[src/rtl/regfile_pkg.sv]
// Shared register-file parameters and writeback types.
// Used by the writeback arbiter and the register file itself.
package regfile_pkg;

  localparam int XLEN       = 32;
  localparam int REG_ADDR_W = 5;
  localparam int NUM_REGS   = 32;

  typedef logic [XLEN-1:0]       word_t;
  typedef logic [REG_ADDR_W-1:0] reg_idx_t;

  typedef struct packed {
    logic     we;
    reg_idx_t rd;
    word_t    data;
  } wb_t;

  // x0 is hardwired to zero, so it never takes a write.
  function automatic logic writes_reg(reg_idx_t rd);
    return rd != '0;
  endfunction

endpackage

[src/rtl/rr_arbiter2.sv]
// Two-way grant selector with a last-grant pointer.
// On conflict the requester other than ptr_i wins.
module rr_arbiter2 (
  input  logic [1:0] req_i,
  input  logic       ptr_i,
  output logic [1:0] gnt_o
);

  // One-hot grant from requests and pointer.
  always_comb begin
    gnt_o = 2'b00;
    unique case (req_i)
      2'b01:   gnt_o = 2'b01;
      2'b10:   gnt_o = 2'b10;
      2'b11:   gnt_o = ptr_i ? 2'b01 : 2'b10;
      default: gnt_o = 2'b00;
    endcase
  end

endmodule

[src/rtl/regfile_wb_arbiter.sv]
// Writeback arbiter: ALU (req0) vs load unit (req1) into the regfile.
// REGFILE_WB_RR_FAIR_EN selects round-robin; default is req0 priority.
module regfile_wb_arbiter
  import regfile_pkg::*;
(
  input  logic                  clk,
  input  logic                  rst,
  input  logic                  req0_valid,
  input  logic [REG_ADDR_W-1:0] req0_rd,
  input  logic [XLEN-1:0]       req0_data,
  output logic                  req0_ready,
  input  logic                  req1_valid,
  input  logic [REG_ADDR_W-1:0] req1_rd,
  input  logic [XLEN-1:0]       req1_data,
  output logic                  req1_ready,
  output logic                  RegWrite,
  output logic [REG_ADDR_W-1:0] Rd,
  output logic [XLEN-1:0]       Write_data,
  output logic                  last_grant
);

  logic [1:0] req;
  logic [1:0] gnt;
  logic       ptr;
  logic       xfer;
  reg_idx_t   sel_rd;
  word_t      sel_data;

  wb_t  wb_q;
  wb_t  wb_d;
  logic lg_q;
  logic lg_d;

  assign req = {req1_valid, req0_valid};

`ifdef REGFILE_WB_RR_FAIR_EN
  assign ptr = lg_q;
`else
  // Pointer pinned at 1 makes req0 win every conflict.
  assign ptr = 1'b1;
`endif

  rr_arbiter2 u_arb (
    .req_i (req),
    .ptr_i (ptr),
    .gnt_o (gnt)
  );

  assign req0_ready = gnt[0] & ~rst;
  assign req1_ready = gnt[1] & ~rst;
  assign xfer       = req0_ready | req1_ready;
  assign sel_rd     = req1_ready ? req1_rd : req0_rd;
  assign sel_data   = req1_ready ? req1_data : req0_data;

  // Next writeback and pointer; rd/data hold unless a real write.
  always_comb begin
    wb_d    = wb_q;
    wb_d.we = 1'b0;
    lg_d    = lg_q;
    if (xfer) begin
      lg_d = req1_ready;
      if (writes_reg(sel_rd)) begin
        wb_d.we   = 1'b1;
        wb_d.rd   = sel_rd;
        wb_d.data = sel_data;
      end
    end
  end

  // Output register and last-grant pointer.
  always_ff @(posedge clk) begin
    if (rst) begin
      wb_q <= '0;
      lg_q <= 1'b1;
    end else begin
      wb_q <= wb_d;
      lg_q <= lg_d;
    end
  end

  assign RegWrite   = wb_q.we;
  assign Rd         = wb_q.rd;
  assign Write_data = wb_q.data;
  assign last_grant = lg_q;

endmodule

[config.mk]
export PLATFORM = sky130hd
export DESIGN_NAME = regfile_wb_arbiter
export DESIGN_NICKNAME = d
export VERILOG_FILES = /design/src/rtl/regfile_pkg.sv /design/src/rtl/rr_arbiter2.sv /design/src/rtl/regfile_wb_arbiter.sv
export SDC_FILE = /design/constraint.sdc
export NUM_CORES = 1
export LEC_CHECK = 0
export ABC_AREA = 1
export BUFFER_PORTS_ARGS = -buffer_cell sky130_fd_sc_hd__buf_4
export CORE_ASPECT_RATIO = 0.75
export CORE_MARGIN = 5
export CORE_UTILIZATION = 41
export DETAILED_ROUTE_END_ITERATION = 12
export GPL_TIMING_DRIVEN = 0
export PLACE_DENSITY = 0.77
export SYNTH_ARGS = -nofsm -noshare
export SYNTH_HDL_FRONTEND = slang
export SYNTH_SLANG_ARGS = --single-unit
[constraint.sdc]
create_clock -name clk -period 1.8 [get_ports clk]
set_input_delay 0.54 -clock clk [delete_from_list [all_inputs] [get_ports clk]]
set_output_delay 0.54 -clock clk [all_outputs]
set_load 0.01 [all_outputs]
* Word-level counts from Yosys, hierarchy flattened *
Cells that the tools add are included.

word-level totals
  register bits = 39
  output and inout port bits = 41
  logic and storage cells = 20

operators by class
  eq/ne operators = 3
  muxes and demuxes = 4
  reductions and logical operators = 4
  bitwise gates (word level) = 5

operators with widths
  cell                number
  $mux 38             1
  $mux 32             1
  $mux 5              1
  $reduce_bool 5->1   1
  $eq 2x2->1 const B  2
  $pmux 2 s2          1
  $reduce_or 2->1     2
  $and 1x1->1         2
  $eq 2x1->1 const B  1
  $not 1->1           2
  $reduce_and 2->1    1
  $or 1x1->1          1

* Logic depth before layout (Yosys ltp) *
  word-level depth = 7
  gate-level depth with buffers = 12

* Modules after synthesis *
A second synthesis with hierarchy kept.

second synthesis, totals
  cells, all modules = 383
  area, all modules = 2331.0 um2

by module, submodules not included
  module              sequential area each (um2)  cells each  instances  area each (um2)
  regfile_wb_arbiter  780.7                       378         1          2309.7
  rr_arbiter2         0.0                         5           1          21.3

* Least setup slack after synthesis *
Ideal clock, no wire load.

  path kind = input to register
  start point = input port req0_valid
  end point = register wb_q, in the netlist Rd[2]
  cell stages on the path = 10
  arrival = 1.603 ns
  required time = 1.688 ns
  path slack = 0.086 ns
  path through = inv_1 -> nand3_4 -> buf_6 -> o21ai_1 -> nand2_1 -> o21bai_4 -> inv_4 -> buf_6 -> nor2_2 -> nor2_1

on the way
  longest elaborated chain between the ends = 7
  elaborated cells on any way between the ends = 11

ends and longest elaborated chain
  element                                   RTL line                  text
  from (decl)                               regfile_wb_arbiter.sv:8   input logic req0_valid,
  $eq 2x1->1 or $eq 2x2->1 (tied branches)  rr_arbiter2.sv:12         unique case (req_i)
  $reduce_or 2->1 (no line)                 --
  $pmux 2 s2 *                              rr_arbiter2.sv:12
  $and 1x1->1                               regfile_wb_arbiter.sv:50  assign req1_ready = gnt[1] & ~rst;
  $mux 5                                    regfile_wb_arbiter.sv:52  assign sel_rd = req1_ready ? req1_rd : req0_rd;
  $reduce_bool 5->1                         regfile_pkg.sv:20         return rd != '0;
  $reduce_and 2->1 (no line)                --
  to (signal assigned)                      regfile_wb_arbiter.sv:76  wb_q <= wb_d;
  to (decl)                                 regfile_wb_arbiter.sv:29  wb_t wb_q;

Every way passes the cells marked *; elsewhere a longest branch is shown, timed or not.
A chain may end at the register's enable or synchronous reset.

* Worst setup path in the final report *
  start point = input port rst
  end point = output port req1_ready

on the way
  longest elaborated chain between the ends = 2

ends and longest elaborated chain
  element      RTL line                  text
  from (decl)  regfile_wb_arbiter.sv:7   input logic rst,
  $not 1->1    regfile_wb_arbiter.sv:50
  $and 1x1->1  regfile_wb_arbiter.sv:50
  to (decl)    regfile_wb_arbiter.sv:15  output logic req1_ready,

No other way between the ends.

==> impl_metrics.ini <==
[status]
status = complete, no violations

[clock_tree]
clkTransAtPathRegs_ns = 0.07
cts_max_path_buffers = 2
h-tree-depth = 2
cts_root_buf = clkbuf_8
clock_latency_ns = 0.27
cts_buffers = 5
clkSinkCount = 39
cts_tree = built

[routing]
routed_wirelength_um = 6630
vias = 2560
drt_pre_antenna_iters = 4
ant_nets = 0
drc = 0
drt_iter0_markers = 102
via_per_inst = 4.42
wl_per_cell_um = 11.5

[die]
rows = 23
coreArea_mm2 = 0.00538
pin_count = 119
die_area_mm2 = 0.00719
initial_utilization_pct = 42.5
die_w_um = 96.3
chipHeight_um = 74.7

[global_route]
track_usage_pct = 19.0
groute.layer.met2.usage_pct = 33.1
grt_pass1_vias = 2468
antenna_found_initial = 0
grt_max_degree = 12
grt_util_met3_pct = 5.99
grt_overflow = 0
grt_first_pass_wirelength_um = 10900
globalRoute.busiestLayer = met2
met1_usage_pct = 23.7

[finish]
num-nets-final = 582
areaGrowthSynthToFinish_pct = 48.6
mostFrequentLayoutCells = nand2_1, buf_4, nor2_1, inv_1, dfxtp_1
mostFrequentLayoutCell = nand2_1
antenna_cells = 0
final_area_mm2 = 0.00340
drive_above_1_share_pct = 36.3
final_core_util_pct = 63.2
instances_no_fill = 579

[setup_path]
cp_data_required_time_ns = 1.26
start_kind = input pin
critPathMaxFanout = 10
arrival_ns = 1.22
end_kind = output port
path_class = in2out

[sta]
hold_viol = 0
finalWorstSetupSlack_ns = 0.0381
finalCriticalPeriod_ns = 1.76
finalSetupViolations = 0
skew_ns = 0
max_slew_margin_pct = 69.2
rsz0062_at_grt = no
worst_pin_slew_ns = 0.463
drv_slew = 0
period_share_pct = 97.9
fmax_mhz = 568

[synth]
synthTopCellsByArea = dfxtp_1, nand2_1, nor2_2
yosys_warnings = 0
ys_types = 21
avgSynthCellArea_um2 = 6.09
syn_inst = 376
syn-cell-area_mm2 = 0.00229
async_flop_share_pct = 0
ys_ff_latch = 39
synthFlopType = dfxtp_1
yosys.area.top_type = dfxtp_1
synth-seq-area-share_pct = 34.1
synth_nets = 454
synth_edf_count = 0
synth.top_cell.area_share_pct = 34.1

[placed_design]
place.gp.congestion = 0.816
hpwlAfterDp_um = 5190
pre_cts_ws_ns = -0.362
dp_cells = 569
postPlaceCellArea_mm2 = 0.00327
numPortBuffers = 118

[pwr]
seq_power_share_pct = 44.2
ir_drop_uv = 313
switching_power_uw = 648
leakage_uw = 0.00195
p_int_uw = 1580
power.density_mw_per_mm2 = 656
pwr-share-clk_pct = 25.9
p_sw_share_pct = 29.1
combPwrFrac_pct = 29.9
finalPower_uw = 2230

[run]
cap_violations = 0

[hold_path]
hold_class = in2reg
metal layers:
metal / vias to the layer above / routed length, um / part of all wire [%]
li1: 1364 / - / -
met1: 1117 / 2890 / 44
met2: 75 / 3110 / 47
met3: 4 / 588 / 8.9
met4: 0 / 38 / 0.57
met5: - / 0 / 0
cells by family after synthesis:
family / share of synthesized area, %
buffers and inverters: 13.6
AO/OA/AOI/OAI: 2.13
AND/OR/NAND/NOR: 50.2
flip-flops: 34.1
through the flow:
stage	TNS, ns	hold WS, ns
detailed placement	-9.09	0.454
global route	0	0.465
global placement	-8.06	0.447
CTS	0	0.458
floorplan	0	0.477
finish	0	0.468
layout make-up:
| cell class | instances | area, um^2 |
|---|---|---|
| Clock inverter | 1 | 5.00 |
| Fill cell | 554 | 1980 |
| Buffer | 20 | 146 |
| Clock buffer | 6 | 82.6 |
| Multi-Input combinational cell | 270 | 1200 |
| Tap cell | 75 | 93.8 |
| Inverter | 47 | 184 |
| Timing Repair Buffer | 121 | 908 |
| Sequential cell | 39 | 781 |
final timing paths:
check | from | slack [ns] | to | cells after the start
setup / recovery | rst | 0.04 | req1_ready | 6
hold / removal | rst | 0.47 | Rd[4] | 2
setup reg to reg | last_grant | 1.18 | last_grant | 2
hold reg to reg | Rd[4] | 0.47 | Rd[4] | 2
timing repair:
item / 4_1_cts / 5_1_grt
gates resized for setup: 6 / 8
hold buffers: 0 / 0
setup buffers: 2 / 1
pin swaps: 0 / 1
setup endpoints to repair: 4 / 25
worst max-delay path, stage by stage:
cell      delay (ns)
buf_4           0.14
inv_2           0.07
nand3_4         0.11
clkinv_4        0.08
clkbuf_8        0.15
buf_4           0.12
flip-flops by register name (all words and copies together) (netlist names):
register	flops
Write_data	32
Rd	5
RegWrite	1
last_grant	1
cell usage after synthesis (2+ instances only):
library cell	count
buf_6	7
buf_1	3
o21ai_1	2
inv_2	3
clkbuf_1	9
nor2_1	42
nand2_1	149
inv_1	43
nor2_2	30
a21oi_1	4
dfxtp_1	39
nand3_1	36
power groups by stage:
stage	clock [uW]	combinational, uW	sequential, uW
final	578	667	986
after detailed placement	0	662	1000
after global routing	645	749	995
after global placement	0	654	1000
after CTS	605	671	986
after floorplan	0	315	1040
Note: power is estimated with default switching activity, not from simulation.
